## config.mk

```make
export PLATFORM = sky130hd
export DESIGN_NAME = field_word_builder
export DESIGN_NICKNAME = d
export VERILOG_FILES = /design/src/rtl/field_word_builder_pkg.sv /design/src/rtl/field_bank.sv /design/src/rtl/field_word_builder.sv
export SDC_FILE = /design/constraint.sdc
export NUM_CORES = 1
export LEC_CHECK = 0
export BUFFER_PORTS_ARGS = -buffer_cell sky130_fd_sc_hd__buf_2
export CORE_UTILIZATION = 55
export DETAILED_ROUTE_END_ITERATION = 12
export PLACE_DENSITY = 0.82
export SLEW_MARGIN = 25
export SYNTH_ARGS = -nofsm -noshare
export SYNTH_HDL_FRONTEND = slang
export SYNTH_HIERARCHICAL = 1
export SYNTH_SLANG_ARGS = --single-unit
```

## constraint.sdc

```tcl
create_clock -name i_clk -period 3 [get_ports i_clk]
set_input_delay 0.15 -clock i_clk [delete_from_list [all_inputs] [get_ports i_clk]]
set_output_delay 0.15 -clock i_clk [all_outputs]
set_load 0.05 [all_outputs]
```

## src/rtl/field_word_builder_pkg.sv

```systemverilog
// Shared constants, types and slot-position helper for the field word builder
// and its receive-side field-select mux.
package field_word_builder_pkg;

    localparam int unsigned FIELD_W  = 3;
    localparam int unsigned SLOT_CNT = 4;
    localparam int unsigned SEL_W    = 2;
    localparam int unsigned SEQ_W    = 2;
    localparam int unsigned WORD_W   = 16;

    typedef logic [FIELD_W-1:0]          field_t;
    typedef logic [SLOT_CNT*FIELD_W-1:0] slots_t;
    typedef logic [WORD_W-1:0]           word_t;

    // LSB position of slot k inside the packed word; the select code sits below slot 0.
    function automatic int unsigned slot_lsb(input int unsigned k);
        return FIELD_W * k + SEL_W;
    endfunction

endpackage

```

## src/rtl/field_bank.sv

```systemverilog
// Four slot registers plus filled mask, with same-cycle write forwarding and
// optional clear on an accepted emit.
module field_bank
    import field_word_builder_pkg::*;
#(
    parameter bit CLEAR_ON_EMIT = 1'b0
) (
    input  logic                clk_i,
    input  logic                rst_i,
    input  logic                wr_valid_i,
    input  logic [1:0]          wr_slot_i,
    input  field_t              wr_data_i,
    input  logic                clear_i,
    output slots_t              fields_o,
    output logic [SLOT_CNT-1:0] filled_o
);

    field_t              slot_q [SLOT_CNT];
    field_t              slot_d [SLOT_CNT];
    logic [SLOT_CNT-1:0] filled_q;
    logic [SLOT_CNT-1:0] filled_d;

    // Forwarded view: a same-cycle write overrides the stored field.
    always_comb begin
        fields_o = '0;
        for (int k = 0; k < SLOT_CNT; k++) begin
            if (wr_valid_i && (wr_slot_i == 2'(k))) begin
                fields_o[k*FIELD_W +: FIELD_W] = wr_data_i;
            end else begin
                fields_o[k*FIELD_W +: FIELD_W] = slot_q[k];
            end
        end
    end

    // Next state: clear first so a same-cycle write still lands afterwards.
    always_comb begin
        slot_d   = slot_q;
        filled_d = filled_q;
        if (CLEAR_ON_EMIT && clear_i) begin
            for (int k = 0; k < SLOT_CNT; k++) begin
                slot_d[k] = '0;
            end
            filled_d = '0;
        end
        if (wr_valid_i) begin
            slot_d[wr_slot_i]   = wr_data_i;
            filled_d[wr_slot_i] = 1'b1;
        end
    end

    // Slot and filled-mask registers.
    always_ff @(posedge clk_i or posedge rst_i) begin
        if (rst_i) begin
            for (int k = 0; k < SLOT_CNT; k++) begin
                slot_q[k] <= '0;
            end
            filled_q <= '0;
        end else begin
            slot_q   <= slot_d;
            filled_q <= filled_d;
        end
    end

    assign filled_o = filled_q;

endmodule

```

## src/rtl/field_word_builder.sv

```systemverilog
// Packs slot fields, select code and sequence number into a 16-bit word and
// presents it on a one-entry registered valid/ready output.
module field_word_builder
    import field_word_builder_pkg::*;
#(
    parameter bit CLEAR_ON_EMIT = 1'b0,
    parameter bit SEQ_EN        = 1'b1
) (
    input  logic                i_clk,
    input  logic                i_rst,
    input  logic                i_wr_valid,
    input  logic [1:0]          i_wr_slot,
    input  logic [FIELD_W-1:0]  i_wr_data,
    input  logic                i_emit_valid,
    input  logic [SEL_W-1:0]    i_emit_sel,
    output logic                o_emit_ready,
    output logic [WORD_W-1:0]   o_data,
    output logic                o_valid,
    input  logic                i_ready,
    output logic [SLOT_CNT-1:0] o_filled
);

    slots_t           fields;
    logic             emit_acc;
    word_t            word_c;
    word_t            data_q, data_d;
    logic             valid_q, valid_d;
    logic [SEQ_W-1:0] seq_q, seq_d;

    field_bank #(
        .CLEAR_ON_EMIT (CLEAR_ON_EMIT)
    ) u_field_bank (
        .clk_i      (i_clk),
        .rst_i      (i_rst),
        .wr_valid_i (i_wr_valid),
        .wr_slot_i  (i_wr_slot),
        .wr_data_i  (i_wr_data),
        .clear_i    (emit_acc),
        .fields_o   (fields),
        .filled_o   (o_filled)
    );

    // Emit handshake: the output register can take a word when empty or draining.
    always_comb begin
        o_emit_ready = !valid_q || i_ready;
        emit_acc     = i_emit_valid && o_emit_ready;
    end

    // Word assembly from forwarded fields, select code and sequence number.
    always_comb begin
        word_c            = '0;
        word_c[SEL_W-1:0] = i_emit_sel;
        for (int unsigned k = 0; k < SLOT_CNT; k++) begin
            word_c[slot_lsb(k) +: FIELD_W] = fields[k*FIELD_W +: FIELD_W];
        end
        word_c[WORD_W-1 -: SEQ_W] = SEQ_EN ? seq_q : '0;
    end

    // Output register and sequence counter next state.
    always_comb begin
        data_d  = data_q;
        valid_d = valid_q;
        seq_d   = seq_q;
        if (emit_acc) begin
            data_d  = word_c;
            valid_d = 1'b1;
            seq_d   = seq_q + 1'b1;
        end else if (i_ready) begin
            valid_d = 1'b0;
        end
    end

    // Output and sequence registers.
    always_ff @(posedge i_clk or posedge i_rst) begin
        if (i_rst) begin
            data_q  <= '0;
            valid_q <= 1'b0;
            seq_q   <= '0;
        end else begin
            data_q  <= data_d;
            valid_q <= valid_d;
            seq_q   <= seq_d;
        end
    end

    assign o_data  = data_q;
    assign o_valid = valid_q;

endmodule

```

==> out/qor.json, run 1 <==
{
  "gr-total-overflow": {"value": 0},
  "detailed_place.area": {"value": 0.001559, "unit": "mm^2"},
  "synthesis.area_per_instance": {"value": 16.75, "unit": "um^2"},
  "timing.clock.skew": {"value": 0.7868, "unit": "ps"},
  "via_total_after_detailed_routing": {"value": 783},
  "cts-hold-fix-buffers": {"value": 1},
  "setup_tns": {"value": 0, "unit": "ps"},
  "timing.final.max_slew_violations": {"value": 0},
  "hold_class": {"value": "primary input to register"},
  "drt-vias-per-instance": {"value": 5.185},
  "power_leakage": {"value": 0.7747, "unit": "nW"},
  "tritoncts_clock_tree": {"value": "built"},
  "routabilityCongestion": {"value": 0.7046},
  "min_delay_path_depth": {"value": 2},
  "critical_path.slowest_cell": {"value": "sky130_fd_sc_hd__dfrtp_1"},
  "remaining_drc_errors": {"value": 0},
  "fp.dieArea": {"value": 0.002702, "unit": "mm^2"},
  "start_util": {"value": 60.36, "unit": "%"},
  "final_min_period_over_clock_period": {"value": 42.27, "unit": "%"},
  "first_pass_iters": {"value": 4},
  "fmax": {"value": 788.5, "unit": "MHz"},
  "setup_violating_endpoint_count_in_the_final_report": {"value": 0},
  "setup.worst_path.class": {"value": "register to output port"},
  "dp_worst_setup_slack": {"value": 1599, "unit": "ps"},
  "detail_route.iter0.violations": {"value": 10},
  "finalWirelength": {"value": 2219, "unit": "um"},
  "cap_viol_max_count": {"value": 0},
  "rows": {"value": 17},
  "grt_pass1_vias": {"value": 831},
  "syn2layout_area_growth": {"value": 19.22, "unit": "%"},
  "floorplan.io_pins": {"value": 34},
  "power-per-cell-area": {"value": 848.2, "unit": "mW/mm^2"},
  "final.min_clock_period": {"value": 1268, "unit": "ps"},
  "clock-root-buffer": {"value": "sky130_fd_sc_hd__clkbuf_4"},
  "detailedPlacementHpwl": {"value": 1535, "unit": "um"},
  "nNetsFinal": {"value": 134},
  "cts.reportedPaths.clkPinSlew": {"value": 100, "unit": "ps"},
  "chipHeight": {"value": 51.98, "unit": "um"},
  "rsz0062_at_grt": {"value": "no"},
  "synthesis.nets": {"value": 94},
  "cts.htree.levels": {"value": 2},
  "cts_setup_buffers": {"value": 0},
  "global_route_wire_length_before_repair": {"value": 3829, "unit": "um"},
  "fin_ws": {"value": 1732, "unit": "ps"},
  "cts.sink_count": {"value": 35},
  "critical_path_arrival": {"value": 1120, "unit": "ps"},
  "worstHoldStart": {"value": "i_emit_sel[0]"},
  "cts_buffers": {"value": 5},
  "ys.warnings.count": {"value": 6},
  "outcome": {"value": "finished, final reports clean"},
  "r2r.worst_path.cells": {"value": 3},
  "wl_per_cell": {"value": 14.70, "unit": "um"},
  "post_route_cells_drive_above_1_share": {"value": 60.16, "unit": "%"},
  "worstReg2RegEnd": {"value": "o_data[6]"},
  "nFillCells": {"value": 161},
  "hold_end": {"value": "o_data[0]"},
  "grt_max_degree": {"value": 20},
  "r2r-start": {"value": "o_valid"},
  "cts.repair.resized": {"value": 0},
  "slew-limit-headroom": {"value": 52.48, "unit": "%"},
  "critPathMaxStageDelay": {"value": 420, "unit": "ps"},
  "start_kind": {"value": "register"},
  "timing_hold_violations_final": {"value": 0},
  "clock_tree.buffer_depth": {"value": 2},
  "final_core_util": {"value": 71.96, "unit": "%"},
  "diodes": {"value": 0},
  "timing.reg2reg.setup_slack": {"value": 1790, "unit": "ps"},
  "crit_path_cell_trace": {"value": "nand2b_4 -> buf_2"},
  "critical_path_required": {"value": 2850, "unit": "ps"},
  "floorplan.core_area": {"value": 0.002276, "unit": "mm^2"},
  "max_slew.worst_pin.slew": {"value": 712.0, "unit": "ps"},
  "netlist_area": {"value": 0.001374, "unit": "mm^2"},
  "insertion_delay": {"value": 330, "unit": "ps"},
  "vdd_ir_drop_max": {"value": 0.0005359, "unit": "V"},
  "post_route_standard_cell_area_excluding_fillers": {"value": 0.001638, "unit": "mm^2"},
  "report.power.total": {"value": 1.389, "unit": "mW"},
  "port_bufs": {"value": 33},
  "grt_antenna_before_repair": {"value": 0},
  "critPathCaptureType": {"value": "output port"},
  "gr-usage-all-layers": {"value": 20.99, "unit": "%"},
  "final_antenna_net_count": {"value": 0},
  "post_synth_inst_count": {"value": 82},
  "critical_path.max_fanout": {"value": 4},
  "die_width": {"value": 51.98, "unit": "um"}
}
per-layer routing:
layer,global-route usage [%],vias to the layer above,wire (um),share of wire (%)
met5,0,-,0,0
met4,9.459,0,29,1.3
met3,9.357,6,132,5.9
met2,33.97,25,1052,47
met1,23.62,387,1004,45
li1,-,365,-,-
through the flow:
stage | hold WS (ps) | cells
after global placement | 260.8 | 142
after global routing | 28.84 | 151
final | 48.77 | 151
after floorplan | 63.74 | 82
after detailed placement | 265.9 | 142
after CTS | 35.08 | 151
worst max path at each step:
| stage | startpoint | endpoint | slack, ps |
|---|---|---|---|
| floorplan | o_valid | o_data[0] | 1370 |
| global placement | i_wr_slot[0] | o_data[3] | 1670 |
| detailed placement | i_wr_slot[0] | o_data[3] | 1600 |
| CTS | o_valid | o_emit_ready | 1710 |
| global route | o_valid | o_emit_ready | 1670 |
| finish | o_valid | o_emit_ready | 1730 |
power by group:
part / total, mW / internal (mW) / switching (mW) / leakage [nW]
Combinational: 0.477 / 0.157 / 0.320 / 0.335
Clock: 0.285 / 0.138 / 0.147 / 0.0386
Sequential: 0.628 / 0.579 / 0.0489 / 0.401
Total: 1.39 / 0.873 / 0.516 / 0.775
worst max-delay path, delay by kind of cell (launching register included):
kind,cells,cell delay (ps)
DFF,1,420
buffers and inverters,1,260
and+or+nand+nor,1,100
area by class of cell:
type	instances	area (um^2)	area share [%]
flip-flops and latches	35	875.8	53.48
multi-input cells	44	475.5	29.03
repair buffers	34	175.2	10.70
clock buffers	8	68.82	4.202
well taps	28	35.03	2.139
inverters	2	7.507	0.4584
registers in the layout, indices dropped and copies added (netlist names):
signal and flops:
u_field_bank/filled_o 4, u_field_bank/slot_q 12, o_data 16, o_valid 1, seq_q 2
cell usage in the layout, fill, tap and decap left out:
cell and count:
sky130_fd_sc_hd__mux2_2 22, sky130_fd_sc_hd__nor3b_2 1, sky130_fd_sc_hd__xnor2_1 2, sky130_fd_sc_hd__nand2_4 1
sky130_fd_sc_hd__mux2_4 7, sky130_fd_sc_hd__clkbuf_1 1, sky130_fd_sc_hd__or2_2 1, sky130_fd_sc_hd__dfrtp_1 35
sky130_fd_sc_hd__nand2b_4 1, sky130_fd_sc_hd__nand3_1 2, sky130_fd_sc_hd__a21bo_2 1, sky130_fd_sc_hd__or2b_1 1
sky130_fd_sc_hd__dlygate4sd3_1 1, sky130_fd_sc_hd__inv_1 2, sky130_fd_sc_hd__clkbuf_8 2, sky130_fd_sc_hd__nand2b_1 3
sky130_fd_sc_hd__nand3b_1 2, sky130_fd_sc_hd__buf_2 33, sky130_fd_sc_hd__clkbuf_4 5
Power figures use the tool's default switching activity.
==> run 2, diff against run 1 <==
- CORE_UTILIZATION: 55 -> 51
- PLACE_DENSITY: 0.82 -> 0.77
- clock period: 3 -> 1.2 ns (I/O delays scaled with it)
==> run 2 against run 1 <==
Die area is 7.5% higher. Via count increased by 0.51%. Non-clock buffer count rose by 4. Sequential share of layout area shrank 1.5 points. Register-to-register slack got worse by 1700 ps. First-iteration DRC count fell by 80%. Critical path type unchanged. Utilization down 5.0 points. Largest power group unchanged. Largest cell class unchanged.
==> out/qor.json, run 2 (synthesized netlist as in run 1, its figures left out) <==
{
  "grt_antenna_before_repair": {"value": 0},
  "syn2layout_area_growth": {"value": 22.86, "unit": "%"},
  "holdWs": {"value": 30.30, "unit": "ps"},
  "worstReg2RegEnd": {"value": "o_data[9]"},
  "critical_path_required": {"value": 1140, "unit": "ps"},
  "largest_reg_flops": {"value": 16},
  "final_antenna_net_count": {"value": 0},
  "gr-usage-all-layers": {"value": 18.56, "unit": "%"},
  "fin_ws": {"value": 68.04, "unit": "ps"},
  "rsz0062_at_grt": {"value": "no"},
  "critical_path_depth_in_cells": {"value": 2},
  "setup_tns": {"value": 0, "unit": "ps"},
  "clock-root-buffer": {"value": "sky130_fd_sc_hd__clkbuf_4"},
  "remaining_drc_errors": {"value": 0},
  "nNetsFinal": {"value": 138},
  "setup_violating_endpoint_count_in_the_final_report": {"value": 0},
  "start_kind": {"value": "register"},
  "fp.dieArea": {"value": 0.002905, "unit": "mm^2"},
  "mostFrequentLayoutCell": {"value": "sky130_fd_sc_hd__dfrtp_1"},
  "timing.final.max_slew_violations": {"value": 0},
  "rows": {"value": 18},
  "critical_path.max_fanout": {"value": 4},
  "report.power.total": {"value": 3.472, "unit": "mW"},
  "setup.worst_path.class": {"value": "register to output port"},
  "outcome": {"value": "finished, final reports clean"},
  "die_width": {"value": 53.90, "unit": "um"},
  "critical_path.slowest_cell": {"value": "sky130_fd_sc_hd__dfrtp_2"},
  "r2r.worst_path.cells": {"value": 3},
  "hold_class": {"value": "primary input to register"},
  "crit_buf_inv": {"value": 1},
  "placedCellCount": {"value": 146},
  "worstHoldStart": {"value": "i_emit_valid"},
  "slew-limit-headroom": {"value": 59.90, "unit": "%"},
  "grt_pass1_vias": {"value": 786},
  "most-common-layout-cells": {"value": "sky130_fd_sc_hd__dfrtp_1 (34), sky130_fd_sc_hd__buf_2 (32), sky130_fd_sc_hd__mux2_2 (22), sky130_fd_sc_hd__mux2_4 (7), sky130_fd_sc_hd__clkbuf_4 (5)"},
  "crit_path_cell_trace": {"value": "nand2b_4 -> buf_4"},
  "timing.clock.skew": {"value": 4.573, "unit": "ps"},
  "critPathCaptureType": {"value": "output port"},
  "detail_route.iter0.violations": {"value": 2},
  "wl_per_cell": {"value": 14.07, "unit": "um"},
  "cts.htree.levels": {"value": 2},
  "cts.sink_count": {"value": 35},
  "insertion_delay": {"value": 320, "unit": "ps"},
  "cts_setup_buffers": {"value": 0},
  "clock_tree.buffer_depth": {"value": 2},
  "first_pass_iters": {"value": 4},
  "hold_end": {"value": "o_valid"},
  "final.min_clock_period": {"value": 1132, "unit": "ps"},
  "min_delay_path_depth": {"value": 2},
  "gr-total-overflow": {"value": 0},
  "worst_path_dominant_cell_family": {"value": "flip-flops"},
  "timing_hold_violations_final": {"value": 0},
  "power-per-cell-area": {"value": 2057, "unit": "mW/mm^2"},
  "vdd_ir_drop_max": {"value": 0.001439, "unit": "V"},
  "floorplan.io_pins": {"value": 34},
  "post_route_standard_cell_area_excluding_fillers": {"value": 0.001688, "unit": "mm^2"},
  "diodes": {"value": 0},
  "detailed_place.area": {"value": 0.001587, "unit": "mm^2"},
  "post_route_cells_drive_above_1_share": {"value": 60.63, "unit": "%"},
  "routabilityCongestion": {"value": 0.6975},
  "final_core_util": {"value": 66.91, "unit": "%"},
  "cts.reportedPaths.clkPinSlew": {"value": 90, "unit": "ps"},
  "cts_buffers": {"value": 5},
  "floorplan.core_area": {"value": 0.002522, "unit": "mm^2"},
  "critPathMaxStageDelay": {"value": 430, "unit": "ps"},
  "drt-vias-per-instance": {"value": 5.013},
  "finalWirelength": {"value": 2209, "unit": "um"},
  "power_leakage": {"value": 0.7914, "unit": "nW"},
  "via_total_after_detailed_routing": {"value": 787},
  "critical_path_arrival": {"value": 1070, "unit": "ps"},
  "finalNonFillerCells": {"value": 157},
  "r2r-start": {"value": "o_valid"},
  "start_util": {"value": 54.46, "unit": "%"},
  "fmax": {"value": 883.4, "unit": "MHz"},
  "cap_viol_max_count": {"value": 0},
  "grt_max_degree": {"value": 18},
  "final_min_period_over_clock_period": {"value": 94.33, "unit": "%"},
  "global_route_wire_length_before_repair": {"value": 3560, "unit": "um"},
  "chipHeight": {"value": 53.90, "unit": "um"},
  "nFillCells": {"value": 198},
  "max_slew.worst_pin.slew": {"value": 600.8, "unit": "ps"},
  "tritoncts_clock_tree": {"value": "built"},
  "port_bufs": {"value": 33},
  "timing.reg2reg.setup_slack": {"value": 90, "unit": "ps"},
  "dp_worst_setup_slack": {"value": -97.34, "unit": "ps"},
  "detailedPlacementHpwl": {"value": 1612, "unit": "um"}
}
==> run 2: cell types whose count changed in the layout (fill, tap and decap cells not counted), sizes merged <==
cell	delta
buf	+2
dlygate4sd3	+2
==> run 2: final cells by class <==
| type | instances | area [um^2] | share of cell area, % |
|---|---|---|---|
| sequential | 35 | 877.1 | 51.96 |
| multi-input combinational | 44 | 484.2 | 28.69 |
| timing repair buffer | 38 | 212.7 | 12.60 |
| clock buffer | 8 | 68.82 | 4.077 |
| tap | 30 | 37.54 | 2.224 |
| inverter | 2 | 7.507 | 0.4448 |
==> run 2: metal layers <==
metal  track usage (%)  vias to the layer above  wire length [um]
met2             27.98                       23              1054
met4             10.53                        0                44
met3             5.932                        8               117
li1                  -                      373                 -
met1             23.42                      383               993
met5                 0                        -                 0
==> run 2: report_power, final <==
| group | internal, mW | leakage, nW | total, mW | switching [mW] |
|---|---|---|---|---|
| clock network | 0.345 | 0.0386 | 0.695 | 0.350 |
| logic | 0.403 | 0.352 | 1.21 | 0.806 |
| registers | 1.45 | 0.400 | 1.57 | 0.121 |
==> run 2: how the worst max path moves through the flow <==
stage,from,end,slack (ps)
final,o_valid,o_emit_ready,70
after global routing,o_valid,o_emit_ready,30
after CTS,o_valid,o_emit_ready,40
after detailed placement,i_wr_slot[0],o_data[4],-100
after global placement,i_wr_slot[0],o_data[4],-50
after floorplan,o_valid,o_data[0],-220
==> run 2: worst reg2reg max path, cell delays in order, from the launching register on <==
cell                       delay [ps]
sky130_fd_sc_hd__dfrtp_2          430
sky130_fd_sc_hd__nand2b_4         110
sky130_fd_sc_hd__nand2_8          130
sky130_fd_sc_hd__mux2_4           330
==> run 2: what timing repair did <==
action,in CTS,in global routing
resized for setup,1,0
endpoints found under the hold margin,26,0
hold buffers,3,0
setup endpoints to repair,1,0
